===== src/rtl/ber_sync_scanner.sv =====
// ber_sync_scanner: scans every (latency, phase) candidate of the BER checker,
// locks onto the one with the fewest window errors, and keeps tracking it.
//
// state    | meaning
// IDLE     | disabled, all registers at reset values
// S_SETTLE | acquisition: discard N_SETTLE strobes after a position change
// S_MEAS   | acquisition: count errors over N_WINDOW strobes
// S_EVAL   | acquisition: compare with best, advance to next candidate
// APPLY    | lock onto best candidate, or restart the scan if none is good
// T_SETTLE | tracking: discard N_SETTLE strobes after moving to best
// T_MEAS   | tracking: count errors over N_WINDOW strobes
// T_EVAL   | tracking: update consecutive-bad count, rescan on loss
module ber_sync_scanner #(
  parameter int NB_SEL   = 2,
  parameter int N_PHASES = 4,
  parameter int NB_LAT   = 9,
  parameter int N_LAT    = 511,
  parameter int NB_COUNT = 9,
  parameter int N_WINDOW = 511,
  parameter int N_SETTLE = 8,
  parameter int LOCK_THR = 100,
  parameter int N_LOSS   = 3
) (
  input  logic                clock,
  input  logic                i_reset,
  input  logic                i_enable,
  input  logic                i_sym_valid,
  input  logic                i_err,
  output logic [NB_SEL-1:0]   o_phase_sel,
  output logic [NB_LAT-1:0]   o_lat_pos,
  output logic                o_lock,
  output logic                o_scanning,
  output logic [NB_COUNT-1:0] o_best_err,
  output logic [NB_COUNT-1:0] o_win_err
);

  typedef enum logic [2:0] {
    IDLE, S_SETTLE, S_MEAS, S_EVAL, APPLY, T_SETTLE, T_MEAS, T_EVAL
  } state_t;

  localparam int TMR_MAX = (N_WINDOW > N_SETTLE) ? N_WINDOW : N_SETTLE;
  localparam int NB_TMR  = $clog2(TMR_MAX + 1);
  localparam int NB_BAD  = $clog2(N_LOSS + 1);

  localparam logic [NB_TMR-1:0]   TMR_SETTLE = NB_TMR'(N_SETTLE - 1);
  localparam logic [NB_TMR-1:0]   TMR_WIN    = NB_TMR'(N_WINDOW - 1);
  localparam logic [NB_SEL-1:0]   PH_LAST    = NB_SEL'(N_PHASES - 1);
  localparam logic [NB_LAT-1:0]   LAT_LAST   = NB_LAT'(N_LAT - 1);
  localparam logic [NB_COUNT-1:0] THR        = NB_COUNT'(LOCK_THR);
  localparam logic [NB_COUNT-1:0] CNT_MAX    = {NB_COUNT{1'b1}};
  localparam logic [NB_BAD-1:0]   BAD_LOSS   = NB_BAD'(N_LOSS);

  state_t                state_q, state_d;
  logic [NB_SEL-1:0]     phase_q, phase_d;
  logic [NB_LAT-1:0]     lat_q, lat_d;
  logic [NB_COUNT-1:0]   best_q, best_d;
  logic [NB_SEL-1:0]     best_phase_q, best_phase_d;
  logic [NB_LAT-1:0]     best_lat_q, best_lat_d;
  logic [NB_COUNT-1:0]   cnt_q, cnt_d;
  logic [NB_TMR-1:0]     tmr_q, tmr_d;
  logic [NB_BAD-1:0]     bad_q, bad_d;
  logic                  lock_q, lock_d;
  logic                  scanning_q, scanning_d;
  logic [NB_COUNT-1:0]   win_err_q, win_err_d;
  logic [NB_BAD-1:0]     bad_inc;

  // Next-state and register update logic; i_enable low forces the reset image.
  always_comb begin
    state_d      = state_q;
    phase_d      = phase_q;
    lat_d        = lat_q;
    best_d       = best_q;
    best_phase_d = best_phase_q;
    best_lat_d   = best_lat_q;
    cnt_d        = cnt_q;
    tmr_d        = tmr_q;
    bad_d        = bad_q;
    lock_d       = lock_q;
    scanning_d   = scanning_q;
    win_err_d    = win_err_q;
    bad_inc      = (cnt_q > THR) ? bad_q + 1'b1 : '0;

    case (state_q)
      IDLE: begin
        state_d      = S_SETTLE;
        phase_d      = '0;
        lat_d        = '0;
        best_d       = CNT_MAX;
        best_phase_d = '0;
        best_lat_d   = '0;
        scanning_d   = 1'b1;
        tmr_d        = TMR_SETTLE;
      end
      S_SETTLE, T_SETTLE: begin
        if (i_sym_valid) begin
          if (tmr_q == '0) begin
            state_d = (state_q == S_SETTLE) ? S_MEAS : T_MEAS;
            cnt_d   = '0;
            tmr_d   = TMR_WIN;
          end else begin
            tmr_d = tmr_q - 1'b1;
          end
        end
      end
      S_MEAS, T_MEAS: begin
        if (i_sym_valid) begin
          if (i_err && (cnt_q != CNT_MAX)) cnt_d = cnt_q + 1'b1;
          if (tmr_q == '0) state_d = (state_q == S_MEAS) ? S_EVAL : T_EVAL;
          else             tmr_d   = tmr_q - 1'b1;
        end
      end
      S_EVAL: begin
        win_err_d = cnt_q;
        tmr_d     = TMR_SETTLE;
        if (cnt_q < best_q) begin
          best_d       = cnt_q;
          best_phase_d = phase_q;
          best_lat_d   = lat_q;
        end
        if (phase_q == PH_LAST) begin
          if (lat_q == LAT_LAST) begin
            state_d = APPLY;
          end else begin
            phase_d = '0;
            lat_d   = lat_q + 1'b1;
            state_d = S_SETTLE;
          end
        end else begin
          phase_d = phase_q + 1'b1;
          state_d = S_SETTLE;
        end
      end
      APPLY: begin
        tmr_d = TMR_SETTLE;
        if (best_q <= THR) begin
          phase_d    = best_phase_q;
          lat_d      = best_lat_q;
          lock_d     = 1'b1;
          scanning_d = 1'b0;
          bad_d      = '0;
          state_d    = T_SETTLE;
        end else begin
          phase_d      = '0;
          lat_d        = '0;
          best_d       = CNT_MAX;
          best_phase_d = '0;
          best_lat_d   = '0;
          state_d      = S_SETTLE;
        end
      end
      T_EVAL: begin
        win_err_d = cnt_q;
        if (bad_inc == BAD_LOSS) begin
          lock_d       = 1'b0;
          scanning_d   = 1'b1;
          phase_d      = '0;
          lat_d        = '0;
          best_d       = CNT_MAX;
          best_phase_d = '0;
          best_lat_d   = '0;
          bad_d        = '0;
          tmr_d        = TMR_SETTLE;
          state_d      = S_SETTLE;
        end else begin
          bad_d   = bad_inc;
          cnt_d   = '0;
          tmr_d   = TMR_WIN;
          state_d = T_MEAS;
        end
      end
      default: state_d = IDLE;
    endcase

    if (!i_enable) begin
      state_d      = IDLE;
      phase_d      = '0;
      lat_d        = '0;
      best_d       = CNT_MAX;
      best_phase_d = '0;
      best_lat_d   = '0;
      cnt_d        = '0;
      tmr_d        = '0;
      bad_d        = '0;
      lock_d       = 1'b0;
      scanning_d   = 1'b0;
      win_err_d    = '0;
    end
  end

  // State and datapath registers with synchronous active-high reset.
  always_ff @(posedge clock) begin
    if (i_reset) begin
      state_q      <= IDLE;
      phase_q      <= '0;
      lat_q        <= '0;
      best_q       <= CNT_MAX;
      best_phase_q <= '0;
      best_lat_q   <= '0;
      cnt_q        <= '0;
      tmr_q        <= '0;
      bad_q        <= '0;
      lock_q       <= 1'b0;
      scanning_q   <= 1'b0;
      win_err_q    <= '0;
    end else begin
      state_q      <= state_d;
      phase_q      <= phase_d;
      lat_q        <= lat_d;
      best_q       <= best_d;
      best_phase_q <= best_phase_d;
      best_lat_q   <= best_lat_d;
      cnt_q        <= cnt_d;
      tmr_q        <= tmr_d;
      bad_q        <= bad_d;
      lock_q       <= lock_d;
      scanning_q   <= scanning_d;
      win_err_q    <= win_err_d;
    end
  end

  assign o_phase_sel = phase_q;
  assign o_lat_pos   = lat_q;
  assign o_lock      = lock_q;
  assign o_scanning  = scanning_q;
  assign o_best_err  = best_q;
  assign o_win_err   = win_err_q;

endmodule


===== config.mk =====
export PLATFORM = sky130hd
export DESIGN_NAME = ber_sync_scanner
export DESIGN_NICKNAME = d
export VERILOG_FILES = /design/src/rtl/ber_sync_scanner.sv
export SDC_FILE = /design/constraint.sdc
export NUM_CORES = 1
export LEC_CHECK = 0
export CORE_ASPECT_RATIO = 0.7
export CORE_UTILIZATION = 46
export CTS_CLUSTER_DIAMETER = 40
export DETAILED_ROUTE_END_ITERATION = 10
export PLACE_DENSITY = 0.67
export REMOVE_ABC_BUFFERS = 1
export SYNTH_ARGS = -nofsm -noshare
export SYNTH_HDL_FRONTEND = slang
export SYNTH_SLANG_ARGS = --single-unit

===== constraint.sdc =====
create_clock -name clock -period 5 [get_ports clock]
set_clock_uncertainty 0.15 [all_clocks]
set_input_delay 1 -clock clock [delete_from_list [all_inputs] [get_ports clock]]
set_output_delay 1 -clock clock [all_outputs]
set_load 0.01 [all_outputs]

After elaboration in Yosys (flattened, before gate mapping)

Cells that the tools add are included.

Register bits: 65
Input port bits: 5
Output and inout bits: 31
Word-level logic and storage cells: 119

$add $sub $neg: 5
Order comparisons: 3
Equal/unequal tests: 25
Mux-type cells: 51
Bitwise gates (word level): 1
Reduce and logical (&&, ||, !) cells: 22

Operator list:

| cell                                                           | number |
|---|---|
| 2-to-1 mux 9 bit                                               | 18 |
| case mux 9 bit (4 select lines)                                | 4 |
| 2-to-1 mux 3 bit                                               | 10 |
| case mux 9 bit (3 select lines)                                | 1 |
| inequality test 2 bit, second input constant                   | 13 |
| adder 9 x 1 -> 9 bit, second input constant                    | 2 |
| case mux 3 bit (6 select lines)                                | 1 |
| 2-to-1 mux 2 bit                                               | 8 |
| case mux 2 bit (4 select lines)                                | 2 |
| AND reduction 3 bit                                            | 5 |
| equality test 3 bit, second input constant                     | 4 |
| AND reduction 4 bit                                            | 3 |
| equality test 9 bit, second input constant                     | 1 |
| greater-than comparator 9 x 7 -> 1 bit, second input constant  | 1 |
| less-or-equal comparator 9 x 7 -> 1 bit, second input constant | 1 |
| zero test 9 bit                                                | 1 |
| less-than comparator 9 bit                                     | 1 |
| inequality test 9 bit, second input constant                   | 1 |
| subtractor 9 x 1 -> 9 bit, second input constant               | 1 |
| OR reduction 2 bit                                             | 4 |
| equality test 3 x 2 -> 1 bit, second input constant            | 2 |
| AND reduction 6 bit                                            | 1 |
| nonzero test 3 bit                                             | 2 |
| adder 2 x 1 -> 2 bit, second input constant                    | 2 |
| other kinds (14)                                               | 18 |

Logic depth before layout (Yosys ltp)

Gate-level depths: netlist (run 1).

Word-level depth: 5
Mapped depth: 9
Gate-level depth less buffers: 9

Worst setup path after synthesis (run 1)

Ideal clock, no wire load.

Path kind: input -> register
From: input i_sym_valid
To: register cnt_q[1]
Library setup time: 72 ps
Arrival: 2487 ps
Required time: 4778 ps
Setup slack: 2291 ps
Cell stages on the path: 5
Buffers on the path: 1
Cells stage by stage: clkbuf_1 or4bb_1 or4_4 nand3_4 mux2i_1

Word-level cells in the longest chain between the ends: 2
Elaborated cells between the ends (all ways): 3
Classes of those cells: eq/ne: 2; reduce/logical: 1

Ends and longest elaborated chain:

| item                                     | line | RTL |
|---|---|---|
| start, declared                          | 27   | `input logic i_sym_valid,` |
| inequality test 2 bit (no source line)   | n/a  |  |
| AND reduction 6 bit (no source line) (*) | n/a  |  |
| end signal, assigned                     | 212  | `cnt_q <= cnt_d;` |
| end, declared                            | 59   | `logic [NB_COUNT-1:0] cnt_q, cnt_d;` |

Every way passes the cells marked *; elsewhere a longest branch is shown, timed or not.
A chain may end at the register's enable or synchronous reset.

Final worst setup path (run 1)

From: register state_q[0]
To: register best_q[6] (netlist: o_best_err[6])

Word-level cells in the longest chain between the ends: 3
Elaborated cells between the ends (all ways): 10
Classes of those cells: eq/ne: 6; mux: 1; reduce/logical: 3

Ends and longest elaborated chain:

| item                                                                                | line | RTL |
|---|---|---|
| start, declared                                                                     | 53   | `state_t state_q, state_d;` |
| start signal, assigned                                                              | 206  | `state_q <= state_d;` |
| equality test 3 bit (tied with other cells)                                         | 83   | `case (state_q)` |
| inequality test 2 bit (no source line) / nonzero test 4 bit (equally long branches) | n/a  |  |
| AND reduction 4 bit (no source line)                                                | n/a  |  |
| end signal, assigned                                                                | 209  | `best_q <= best_d;` |
| end, declared                                                                       | 56   | `logic [NB_COUNT-1:0] best_q, best_d;` |

Parallel ways exist; a longest one is shown, timed or not.

==> flow_metrics.tcl, run 1 <==
set metrics [dict create \
    clk_pin_slew_ns 0.06 \
    cts_buffers 9 \
    path_max_fanout 18 \
    syn_avg_cell_area_sq_um 8.20 \
    async_flop_share_pct 0 \
    finalHoldViolCount 0 \
    via_per_inst 6.12 \
    yosysUniqueCellTypes 61 \
    period_needed_ns 3.09 \
    grt_usage_pct 25.3 \
    yosysWarnings 0 \
    hold_path_class "reg2reg" \
    die_height_um 76.4 \
    antenna_found_initial 0 \
    finalWirelength_um 9610 \
    whs_endpoint "o_win_err[4]$_SDFFE_PP0P_" \
    power_density_nw_per_um2 282 \
    synth_top_area_share_pct 35.8 \
    critical_path_required_ns 5.02 \
    ios 36 \
    synth_edf_count 0 \
    fill_cells 716 \
    worstReg2RegStart "state_q[0]$_SDFFE_PP0P_" \
    reg2reg_depth 5 \
    peakVddDrop_v 0.000206 \
    grt_pass1_vias 3194 \
    cts_hold_buffers 0 \
    internal_power_mw 0.912 \
    row_count 26 \
    clkLatencyLatePin_ns 0.34 \
    drv_slew 0 \
    critical_path_class "reg2reg" \
    synth.area.top_cells "dfxtp_1, ha_1, nand2_1" \
    crit_arrival_ns 3.10 \
    drc 0 \
    syn_inst 444 \
    slew_headroom_pct 19.6 \
    fmax_ghz 0.324 \
    crit_path_end_kind "flip-flop" \
    ys_ff_latch 65 \
    swShare_pct 24.8 \
    start_util_pct 48.6 \
    antenna_left 0 \
    tightest_slew_ns 1.20 \
    nets 485 \
    p_clk_share_pct 46.8 \
    grt_pass1_wl_um 16400 \
    n_antenna_cell 0 \
    rsz0062_at_grt "false" \
    dieWidth_um 108 \
    r2r-end "o_best_err[6]$_SDFFE_PP1P_" \
    wl_per_cell_um 16.9 \
    grt_max_degree 31 \
    grt.overflow.total 0 \
    outcome "complete, no violations" \
    setup_viol 0 \
    cts_resized 0 \
    synth_top_cell_by_area "dfxtp_1" \
    p_switching_mw 0.301 \
    synth.cell_area_sq_um 3640 \
    period_share_pct 61.7 \
    layout-drive-gt1-share_pct 7.46 \
    place_congestion 0.861 \
    leakagePower_nw 1.57 \
    htree_levels 3 \
    seq_area_frac_synth_pct 35.8 \
    final_cells 567 \
    r2r_setup_slack_ns 1.91 \
    ys.flop_type "dfxtp_1" \
    p_comb_share_pct 8.7 \
    dpl.cell_count 552 \
    cts_buffer_depth 2 \
    crit_path_start_kind "flip-flop" \
    hp-start "o_win_err[4]$_SDFFE_PP0P_" \
    tns_ns 0 \
    syn2layout_area_growth_pct 18.0 \
    drv_cap 0 \
    clockRootBuffer "clkbuf_16" \
    vias 3468 \
    post_cts_buffers 0 \
    die_area_sq_um 8280 \
    core_sq_um 7480 \
    hold_depth 2 \
    dr.pass1.iters 5 \
    cts_tree "built" \
    portBuffers 35 \
    cts.sink_count 65 \
    drt-initial-drc-count 205 \
    hpwlAfterDp_um 6620 \
    sequentialPowerShare_pct 44.5 \
]
[area by class of cell]
type	instances	area [sq um]	area share, %
multi-input cells	326	2130	49.7
flip-flops and latches	65	1300	30.3
inverters	23	86.3	2.01
clock inverters	4	20.0	0.466
repair buffers	40	388	9.03
well taps	98	123	2.85
clock buffers	11	243	5.65
[cell usage after synthesis (all sizes together), types with 2 or more instances]
cell and instances:
a22oi 7, a221oi 7, a32o 3, a21o 2
and2 3, nand2b 8, xnor2 3, nand2 49
nor2b 5, nor2 29, o21ai 26, buf 10
mux2i 2, or2 4, clkbuf 20, a21oi 34
nand3 13, ha 15, or3 5, a2111oi 8
a221o 12, xor2 4, and3 3, a31oi 11
nor3 10, dfxtp 65, or4 3, o311ai 3
nand4 5, o211ai 5, nor4 3, inv 23
o31ai 11, a211oi 17
[stage by stage]
stage,total power [mW],area [sq um],setup WS (ns),utilization [%],hold slack (ns)
CTS,1.22,4300,1.97,57.4,0.304
floorplan,0.619,3510,2.00,-,0.308
finish,1.21,4300,1.91,57.4,0.301
detailed placement,0.655,4030,1.73,53.9,0.297
global placement,0.652,4030,1.80,53.9,0.297
global route,1.26,4300,1.69,57.4,0.327
[flip-flops by register name (all words and copies together) (netlist names)]
| name | flops |
|---|---|
| bad_q | 2 |
| best_lat_q | 9 |
| best_phase_q | 2 |
| cnt_q | 9 |
| o_best_err | 9 |
| o_lat_pos | 9 |
| o_lock | 1 |
| o_phase_sel | 2 |
| o_scanning | 1 |
| o_win_err | 9 |
| state_q | 3 |
| tmr_q | 9 |
[cell families (layout without fill, tap and decap cells)]
group,count (synthesis),in the layout,synth area share (%)
buffers and inverters,53,78,5.81
flip-flops,65,65,35.8
multiplexers,3,3,0.859
XOR/XNOR,7,7,1.68
AO/OA/AOI/OAI,155,155,30.1
adder cells (fa/ha/maj),15,15,5.16
AND/OR/NAND/NOR,146,146,20.7
[worst max path at each step]
stage,depth (start not counted),start,slack [ns],endpoint
2_1_floorplan,3,i_enable,2.00,tmr_q[0]$_SDFFE_PP0P_
3_3_place_gp,4,i_enable,1.80,tmr_q[0]$_SDFFE_PP0P_
3_5_place_dp,4,i_enable,1.73,tmr_q[0]$_SDFFE_PP0P_
4_1_cts,5,state_q[0]$_SDFFE_PP0P_,1.97,o_best_err[6]$_SDFFE_PP1P_
5_1_grt,5,state_q[0]$_SDFFE_PP0P_,1.69,o_best_err[6]$_SDFFE_PP1P_
6_report,5,state_q[0]$_SDFFE_PP0P_,1.91,o_best_err[6]$_SDFFE_PP1P_
[placed cells by master, fill, tap and decap left out, types with 4 or more instances in the layout]
| cell type | n |
|---|---|
| dfxtp_1 | 65 |
| nand2_1 | 49 |
| clkdlybuf4s50_1 | 35 |
| a21oi_1 | 34 |
| nor2_1 | 29 |
| o21ai_0 | 25 |
| inv_1 | 23 |
| a211oi_1 | 17 |
| ha_1 | 15 |
| a221o_1 | 12 |
| nand3_1 | 12 |
| a31oi_1 | 11 |
| o31ai_1 | 11 |
| clkbuf_16 | 9 |
| nand2b_1 | 8 |
| a2111oi_0 | 8 |
| nor3_1 | 8 |
| a22oi_1 | 7 |
| a221oi_1 | 7 |
| nand4_1 | 5 |
| buf_4 | 5 |
| xor2_1 | 4 |
| nor2b_1 | 4 |
| or3_1 | 4 |
| o211ai_1 | 4 |
| clkinv_2 | 4 |
[critical path, stage by stage, from the launching register on]
cell	delay, ns
dfxtp_1	0.64
and2_1	0.49
nand2b_1	0.37
or3_1	0.47
nor3_4	0.61
a221oi_1	0.18
[power by group through the flow]
stage | combinational, mW | sequential (mW) | clock [mW]
final | 0.106 | 0.540 | 0.568
after global routing | 0.116 | 0.542 | 0.603
after CTS | 0.105 | 0.540 | 0.577
after detailed placement | 0.104 | 0.551 | 0
after global placement | 0.102 | 0.550 | 0
after floorplan | 0.0709 | 0.548 | 0
[layer usage]
| layer | track usage [%] | wire (um) | vias up | share of wire [%] |
|---|---|---|---|---|
| met3 | 8.30 | 564 | 9 | 5.9 |
| met2 | 33.6 | 3990 | 100 | 41 |
| met4 | 6.89 | 106 | 0 | 1.1 |
| li1 | - | - | 1713 | - |
| met1 | 38.1 | 4950 | 1646 | 52 |
| met5 | 0 | 0 | - | 0 |
(Power assumes the default switching activity.)
==> inputs of run 2 (changes only) <==
==> constraint.sdc (replaced) <==
create_clock -name clock -period 2.95 [get_ports clock]
set_clock_uncertainty 0.15 [all_clocks]
set_input_delay 0.59 -clock clock [delete_from_list [all_inputs] [get_ports clock]]
set_output_delay 0.59 -clock clock [all_outputs]
set_load 0.01 [all_outputs]
==> run 2 against run 1 <==
Net effect:
- critical path depth grew 2
- first-iteration DRC count rose by 19%
- core utilization grew 1.6 points
- critical path type unchanged
==> flow_metrics.tcl, run 2 (synthesis gave the netlist of run 1 again) <==
set metrics [dict create \
    rsz0062_at_grt "false" \
    cts_buffer_depth 2 \
    layout-drive-gt1-share_pct 10.2 \
    peakVddDrop_v 0.000440 \
    drc 0 \
    dpl_cell_area_sq_um 4130 \
    slew_headroom_pct 49.0 \
    finalHoldViolCount 0 \
    nets 498 \
    clkLatencyLatePin_ns 0.33 \
    layout_commonest_cell "dfxtp_1" \
    swShare_pct 24.3 \
    crit_path_end_kind "flip-flop" \
    internal_power_mw 1.62 \
    grt_pass1_vias 3210 \
    grt_usage_pct 25.4 \
    tightest_slew_ns 0.763 \
    period_needed_ns 2.55 \
    htree_levels 3 \
    grt_pass1_wl_um 16300 \
    design_area_sq_um 4420 \
    n_antenna_cell 0 \
    clockRootBuffer "clkbuf_16" \
    syn2layout_area_growth_pct 21.3 \
    die_area_sq_um 8280 \
    cts_hold_buffers 0 \
    sequentialPowerShare_pct 42.6 \
    antenna_left 0 \
    start_util_pct 48.6 \
    die_height_um 76.4 \
    dr.pass1.iters 5 \
    setup_viol 0 \
    row_count 26 \
    critical_path_required_ns 2.96 \
    hold_path_class "reg2reg" \
    fin_util_pct 59.0 \
    outcome "complete, no violations" \
    dpl.cell_count 565 \
    tns_ns 0 \
    drv_cap 0 \
    ios 36 \
    cts_resized 0 \
    fmax_ghz 0.392 \
    final_cells 580 \
    p_clk_share_pct 48.2 \
    cts_buffers 9 \
    wl_per_cell_um 16.9 \
    power_density_nw_per_um2 484 \
    path_max_fanout 18 \
    grt_max_degree 40 \
    leakagePower_nw 1.64 \
    grt.overflow.total 0 \
    cts.sink_count 65 \
    final_cell_mix "dfxtp_1, nand2_1, clkdlybuf4s50_1, a21oi_1, nor2_1" \
    p_comb_share_pct 9.2 \
    holdWs_ns 0.304 \
    drv_slew 0 \
    vias 3490 \
    core_sq_um 7480 \
    drt-initial-drc-count 244 \
    r2r_setup_slack_ns 0.40 \
    place_congestion 0.849 \
    portBuffers 35 \
    clk_pin_slew_ns 0.06 \
    dieWidth_um 108 \
    critical_path_class "reg2reg" \
    post_cts_buffers 0 \
    period_share_pct 86.5 \
    crit_arrival_ns 2.57 \
    antenna_found_initial 0 \
    hpwlAfterDp_um 6710 \
    cts_tree "built" \
    via_per_inst 6.02 \
    finalWirelength_um 9810 \
    crit_path_start_kind "flip-flop" \
    p_switching_mw 0.519 \
]
run 2: stage by stage:
stage | total power, mW | setup slack (ns)
final | 2.14 | 0.399
after CTS | 2.15 | 0.415
after global placement | 1.12 | 0.353
after global routing | 2.22 | 0.218
after detailed placement | 1.12 | 0.308
after floorplan | 1.05 | 0.0703
run 2: worst max-delay path, cell delays in order (launching register included):
cell and delay, ns:
dfxtp_1 0.36, inv_1 0.09, ha_1 0.31, a21oi_1 0.14, o21ai_0 0.13, or3_1 0.42
nor3_4 0.61, a221oi_1 0.17
run 2: final timing paths:
path | startpoint | end | cells after the start
setup reg to reg | o_best_err[6]$_SDFFE_PP1P_ | o_best_err[3]$_SDFFE_PP1P_ | 7
setup / recovery | o_best_err[6]$_SDFFE_PP1P_ | o_best_err[3]$_SDFFE_PP1P_ | 7
hold reg to reg | o_win_err[4]$_SDFFE_PP0P_ | o_win_err[4]$_SDFFE_PP0P_ | 2
hold / removal | o_win_err[4]$_SDFFE_PP0P_ | o_win_err[4]$_SDFFE_PP0P_ | 2
run 2: metal layers:
layer  wire length (um)  track usage, %  vias to the layer above
li1                   -               -                     1731
met1               5090            38.2                     1641
met2               4080            35.0                      108
met3                569            6.59                       10
met4                 72            7.03                        0
met5                  0               0                        -
run 2: layout make-up:
| type | instances | area [sq um] |
|---|---|---|
| inverter | 23 | 86.3 |
| sequential | 65 | 1300 |
| fill | 688 | 3070 |
| tap | 98 | 123 |
| clock buffer | 9 | 225 |
| timing repair buffer | 53 | 485 |
| clock inverter | 6 | 60.1 |
| multi-input combinational | 326 | 2130 |
run 2: power groups by stage:
stage / sequential, mW / combinational [mW] / clock (mW)
CTS: 0.908 / 0.194 / 1.05
floorplan: 0.929 / 0.120 / 0
detailed placement: 0.927 / 0.193 / 0
global placement: 0.927 / 0.192 / 0
global route: 0.911 / 0.217 / 1.09
finish: 0.910 / 0.197 / 1.03
